## config.mk

```make
export PLATFORM = sky130hd
export DESIGN_NAME = rr_select_mux
export DESIGN_NICKNAME = d
export VERILOG_FILES = /design/src/rtl/rr_mux_pkg.sv /design/src/rtl/rr_prio_pick.sv /design/src/rtl/rr_select_mux.sv
export SDC_FILE = /design/constraint.sdc
export NUM_CORES = 1
export LEC_CHECK = 0
export ABC_CLOCK_PERIOD_IN_PS = 4700
export CAP_MARGIN = 20
export CELL_PAD_IN_SITES_DETAIL_PLACEMENT = 1
export CELL_PAD_IN_SITES_GLOBAL_PLACEMENT = 1
export CORE_MARGIN = 5
export CORE_UTILIZATION = 25
export DETAILED_ROUTE_END_ITERATION = 7
export GPL_TIMING_DRIVEN = 0
export PLACE_DENSITY = 0.89
export REMOVE_ABC_BUFFERS = 1
export SETUP_SLACK_MARGIN = 0.3
export SLEW_MARGIN = 10
export SYNTH_ARGS = -nofsm -noshare
export SYNTH_HDL_FRONTEND = slang
export SYNTH_SLANG_ARGS = --single-unit
```

## constraint.sdc

```tcl
create_clock -name clk -period 4.7 [get_ports clk]
set_input_delay 0.705 -clock clk [delete_from_list [all_inputs] [get_ports clk]]
set_output_delay 0.705 -clock clk [all_outputs]
set_load 0.01 [all_outputs]
```

## src/rtl/rr_mux_pkg.sv

```systemverilog
// Shared types and helpers for the rr_select_mux block.
package rr_mux_pkg;

    typedef enum logic {MODE_EXPLICIT = 1'b0, MODE_RR = 1'b1} mux_mode_e;

    // Index following idx, wrapping at n; n need not be a power of 2.
    function automatic int unsigned next_ptr(input int unsigned idx, input int unsigned n);
        return (idx >= n - 32'd1) ? 32'd0 : idx + 32'd1;
    endfunction

endpackage

```

## src/rtl/rr_prio_pick.sv

```systemverilog
// Rotating priority picker: first set request at or after ptr, wrapping modulo N.
module rr_prio_pick #(
    parameter  int unsigned N    = 8,
    localparam int unsigned SELW = $clog2(N)
) (
    input  logic [N-1:0]    req,
    input  logic [SELW-1:0] ptr,
    output logic            gnt_valid,
    output logic [SELW-1:0] gnt_idx
);

    int unsigned idx;

    // Explicit subtract instead of a power-of-2 mask so any N wraps correctly.
    always_comb begin
        gnt_valid = 1'b0;
        gnt_idx   = '0;
        idx       = '0;
        for (int unsigned off = 0; off < N; off++) begin
            idx = 32'(ptr) + off;
            if (idx >= N) idx = idx - N;
            if (!gnt_valid && req[SELW'(idx)]) begin
                gnt_valid = 1'b1;
                gnt_idx   = SELW'(idx);
            end
        end
    end

endmodule

```

## src/rtl/rr_select_mux.sv

```systemverilog
// Registered N-way selector with valid/ready on every side: explicit select or round-robin.
// Optional RR grant locking (in_lock port and lock state) is built when RR_MUX_LOCK_EN is defined.
module rr_select_mux
    import rr_mux_pkg::*;
#(
    parameter  int unsigned WIDTH = 32,
    parameter  int unsigned N     = 8,
    localparam int unsigned SELW  = $clog2(N)
) (
    input  logic             clk,
    input  logic             reset,
    input  logic             mode,
    input  logic [SELW-1:0]  sel,
    input  logic [N-1:0]     in_valid,
    output logic [N-1:0]     in_ready,
    input  logic [WIDTH-1:0] in_data [N],
`ifdef RR_MUX_LOCK_EN
    input  logic [N-1:0]     in_lock,
`endif
    output logic             out_valid,
    input  logic             out_ready,
    output logic [WIDTH-1:0] out_data,
    output logic [SELW-1:0]  out_src
);

    logic             rr_c, load_c, fire_c, sel_hit_c;
    logic             gnt_valid_c, rr_valid_c;
    logic [SELW-1:0]  gnt_idx_c, rr_idx_c, ptr;
    logic [N-1:0]     rr_req_c;
    logic [WIDTH-1:0] gnt_data_c;

    assign rr_c   = (mux_mode_e'(mode) == MODE_RR);
    assign load_c = !out_valid || out_ready;

`ifdef RR_MUX_LOCK_EN
    logic            lock_q;
    logic [SELW-1:0] lock_ch;

    // While locked only the holder is eligible; explicit mode drops the lock.
    assign rr_req_c = lock_q ? (in_valid & (N'(1) << lock_ch)) : in_valid;

    always_ff @(posedge clk or posedge reset) begin
        if (reset) begin
            lock_q  <= 1'b0;
            lock_ch <= '0;
        end else if (!rr_c) begin
            lock_q  <= 1'b0;
        end else if (fire_c) begin
            lock_q  <= in_lock[gnt_idx_c];
            lock_ch <= gnt_idx_c;
        end
    end
`else
    assign rr_req_c = in_valid;
`endif

    rr_prio_pick #(.N(N)) u_pick (
        .req       (rr_req_c),
        .ptr       (ptr),
        .gnt_valid (rr_valid_c),
        .gnt_idx   (rr_idx_c)
    );

    // Loop compares keep sel values >= N from ever addressing a channel.
    always_comb begin
        sel_hit_c  = 1'b0;
        gnt_data_c = '0;
        for (int unsigned i = 0; i < N; i++) begin
            if (32'(sel) == i) sel_hit_c = in_valid[i];
        end
        gnt_valid_c = rr_c ? rr_valid_c : sel_hit_c;
        gnt_idx_c   = rr_c ? rr_idx_c : sel;
        for (int unsigned i = 0; i < N; i++) begin
            if (32'(gnt_idx_c) == i) gnt_data_c = in_data[i];
        end
    end

    assign fire_c   = gnt_valid_c && load_c && !reset;
    assign in_ready = fire_c ? (N'(1) << gnt_idx_c) : '0;

    always_ff @(posedge clk or posedge reset) begin
        if (reset) begin
            out_valid <= 1'b0;
            out_data  <= '0;
            out_src   <= '0;
            ptr       <= '0;
        end else if (load_c) begin
            out_valid <= fire_c;
            if (fire_c) begin
                out_data <= gnt_data_c;
                out_src  <= gnt_idx_c;
                if (rr_c) ptr <= SELW'(next_ptr(32'(gnt_idx_c), N));
            end
        end
    end

endmodule

```

==> run summary <==
The maximum cell stage delay along the critical path came out at about 0.47 ns. The placer congestion estimate came out at approximately 0.87. In the synthesized netlist, the number of instances is a little under 1,000. Following the worst setup path forward leads to its endpoint at out_data[9]. The checks that failed: setup timing. The arrival time at the worst endpoint is between 4 and 5 ns.

Walking the worst path, the cells encountered are clkinvlp_4, ha_4, buf_8, mux2i_2, mux4_2, a22o_4, buf_4, o21a_4, and3_4, nor4_4, or3_4, buf_6, ha_4, buf_4, buf_6, buf_6, nand3b_1, a21oi_2, a21oi_2, nor2_1, a21oi_2, mux2i_1, o22ai_1, o41ai_2. In this run the critical register-to-register path is captured at out_data[9]. The clock slew seen by the registers of the worst setup and hold paths is 0.07 ns. The horizontal die dimension came out at about 170 microns. The total die area came out at a little under 30,000 sq um. The placed standard-cell area came out at roughly 10000 sq um. The kind of capture point of the worst setup path is a flip-flop. The final max-slew violation count is 0. At the pin with the least slew margin, the transition time is 1.07 ns. Ranked by total cell area, the synthesized netlist is headed by sky130_fd_sc_hd__a21oi_1 16%, sky130_fd_sc_hd__dfrtp_1 15%, sky130_fd_sc_hd__nand2_1 10%, sky130_fd_sc_hd__nor2_1 8.2%, sky130_fd_sc_hd__o41ai_2 8.0%. The highest net fanout along the worst path came out at 7.

The clock passes through at most 2 buffers. The critical path starts at ptr[0]. The count of cell types in the netlist is 62. The row count came out at ~60. The clock tree skew after final layout is approximately 0.013 ns.

For flop-to-flop paths, the worst setup slack is -0.02 ns. The maximum achievable frequency came out at between 200 and 250 MHz. The worst hold slack came out at 0.489 ns. The setup slack after layout came out at -0.0238 ns.

The area inside the core boundary is about 26,000 sq um. Of all cell types, the one taking the most synthesized area is sky130_fd_sc_hd__a21oi_1. The number of antenna violations at the first check in global routing is 3.

The proportion of synthesized chip area in sequential cells is 14.9%. The summed area of non-filler cells in the final layout is roughly 12,000 sq um. The average routed wire per standard cell came out at approximately 26 microns. Data on the critical path is required at its endpoint by roughly 4.9 ns. The number of buffers created by CTS came out at 5. Leaving out fill and tap cells, the most frequent cell in the layout is sky130_fd_sc_hd__clkdlybuf4s50_1. The total overflow reported by the global router is 0. The count of antenna-violating nets left after detailed routing is 0. The Yosys warning count came out at 0.

In the routed design, unresolved DRC markers number 0. The worst reg2reg path startpoint is ptr[0]. Among all flip-flop cells after synthesis, the most frequent one is sky130_fd_sc_hd__dfrtp_1. The async set-reset flop share out of synthesis is 100%. The number of synthesized flops with an enable pin came out at 0.

In this run the number of cells on the critical path is 24. Setup repair after global routing could not meet its margin everywhere. Port buffering added around 310 buffers. The area growth from synthesis to layout is 87.8%.

The post-layout utilization of the core is between 40% and 50%. The HPWL after detailed placement came out at around 23,000 microns. The first global-routing pass estimated between 50,000 and 60,000 microns of wire. The overall via count from detail_route is ~9,500. The worst-case headroom to the max-slew limit came out at 28.9%. Dividing the synthesized area by the synthesized cell count gives 6.59 sq um. In the layout the commonest cells are 296 x sky130_fd_sc_hd__clkdlybuf4s50_1, 175 x sky130_fd_sc_hd__nand2_1, 141 x sky130_fd_sc_hd__a21oi_1, 128 x sky130_fd_sc_hd__nor2_1, 86 x sky130_fd_sc_hd__a21oi_2. After synthesis the netlist holds a flip-flop and latch count of 39. The type of the most critical hold path is flip-flop to flip-flop. The number of violations of the max-capacitance limit is 0. The power per unit of standard cell area is 708 nW/um^2.

During I/O placement, the number of pins put on the boundary was between 300 and 400. The number of buffers and inverters on the critical path is 7. For the worst-skew pair, the clock arrives at the later sink with an insertion delay of ~0.3 ns. The cell area that synthesis handed to floorplanning was 6540 sq um. The analysis attributes to cell leakage a power of about 4.8 nW. The starting density of the core came out at around 25%. The master cell of the clock root buffer is sky130_fd_sc_hd__clkbuf_16. The flow ran to the end, but the final reports show violations. The top-area cell type share of the netlist area is 16.4%. The number of nets at the end of the flow is approximately 1,600. The share of the clock period used by the worst path after layout is 101%.

The fill cell instance count of the final layout is about 3,000. The number of failing hold endpoints at the final stage is 0. The total detailed-routing wirelength came out at approximately 43,000 microns. The worst setup path is launched from a flip-flop.

The number of global-route vias before repair is 9,913. The family with the most delay on the worst path is compound AO/OA/AOI/OAI gates. The number of levels in the clock H-tree came out at 2. The largest voltage drop on the vdd net is ~360 uV. The tree built by TritonCTS fans out to 39 sinks. The die is about 170 microns tall. The depth of the worst register-to-register path is 24. The CTS tree is yes. Cells with a size suffix above 1 make up 26.0% of the layout. The clock period minus worst slack came out at 4.72 ns.

The overall global routing resource usage came out at a little over a quarter. The iteration count of the initial detailed-routing pass came out at 5. The class of the most critical setup path is flip-flop to flip-flop.

The average vias per placed instance is approximately 5.7. For this design, the slowest cell found on the critical path is sky130_fd_sc_hd__dfrtp_4. Setup violations remaining at the end of the flow were counted as 2. The number of DRC violations after detailed-routing iteration 0 came out at between 500 and 600.

The largest net degree at the start of global routing is 79.
-- metrics by stage --
step | TNS [ns] | power [mW] | std cells | setup WS [ns]
floorplan | -111.51 | 3.81 | 892 | -2.98
global placement | -290.06 | 5.24 | 1541 | -7.58
detailed placement | -84.72 | 5.53 | 1552 | -2.86
CTS | 0 | 7.74 | 1634 | 0.177
global route | -4.06 | 9.18 | 1659 | -0.201
finish | -0.0341 | 8.69 | 1659 | -0.0238
-- cell usage after synthesis, drive strengths merged (3+ instances only) --
library cell  number
mux4              11
dfrtp             39
o21ai             10
a21oi            227
nor2             143
nand3b            32
mux2               9
a22o               3
a31oi              3
nand2b             3
o41ai             35
mux2i             49
clkbuf            63
o22ai             34
inv                8
o21a               3
nand3             37
nor2b              5
buf               37
nand2            182
ha                 7
nor3               3
a211oi             5
and2               9
o221ai             3
-- how the worst min path moves through the flow --
stage | startpoint | endpoint | cells after the start
after detailed placement | out_src[2] | out_src[2] | 1
final | out_data[20] | out_data[20] | 2
after global placement | out_src[2] | out_src[2] | 1
after global routing | out_src[2] | out_src[2] | 1
after floorplan | out_src[2] | out_src[2] | 1
after CTS | out_src[2] | out_src[2] | 1
-- timing repair --
item / 4_1_cts / 5_1_grt
pin swaps: 27 / 23
endpoints found under the setup margin: 47 / 43
buffers inserted: 59 / 19
hold buffers: 0 / 0
gates resized for setup: 142 / 130
gates cloned: 15 / 5
-- kinds of logic after synthesis --
group                    after synthesis  synth area share (%)
AND/OR/NAND/NOR                      423                  28.1
AO/OA/AOI/OAI                        343                  35.3
buffers and inverters                109                  7.27
multiplexers                          69                  12.8
flip-flops                            39                  14.9
adder cells (fa/ha/maj)                7                  1.34
XOR/XNOR                               2                 0.268
-- worst min-delay path, stage by stage (launching register included) --
cell and delay, ns:
sky130_fd_sc_hd__dfrtp_1 0.35, sky130_fd_sc_hd__a21oi_2 0.06, sky130_fd_sc_hd__o41ai_2 0.04
-- state kept, by name (all words and copies together), names as in the netlist --
signal,cells
out_data,32
out_src,3
out_valid,1
ptr,3
-- metal layers --
| layer | GRT usage [%] | share of wire, % | wire length, microns |
|---|---|---|---|
| met4 | 11.1 | 4.0 | 1700 |
| met3 | 7.08 | 8.2 | 3510 |
| met1 | 30.2 | 39 | 16800 |
| met5 | 0 | 0.030 | 13 |
| met2 | 45.2 | 49 | 20800 |
-- where the power goes --
group | switching [mW] | leakage (nW) | internal, mW
Clock | 0.161 | 0.0741 | 0.213
Combinational | 4.16 | 4.20 | 3.52
Sequential | 0.144 | 0.487 | 0.492
-- layout make-up --
cell class / instances / area [sq um] / area share [%]
sequential: 39 / 983 / 8.01
tap: 335 / 419 / 3.41
clock inverter: 1 / 8.76 / 0.0713
clock buffer: 7 / 143 / 1.16
multi-input combinational: 846 / 5820 / 47.4
timing repair buffer: 421 / 4850 / 39.5
antenna: 1 / 2.50 / 0.0204
inverter: 9 / 56.3 / 0.458
Note: power is estimated with default switching activity, not from simulation.
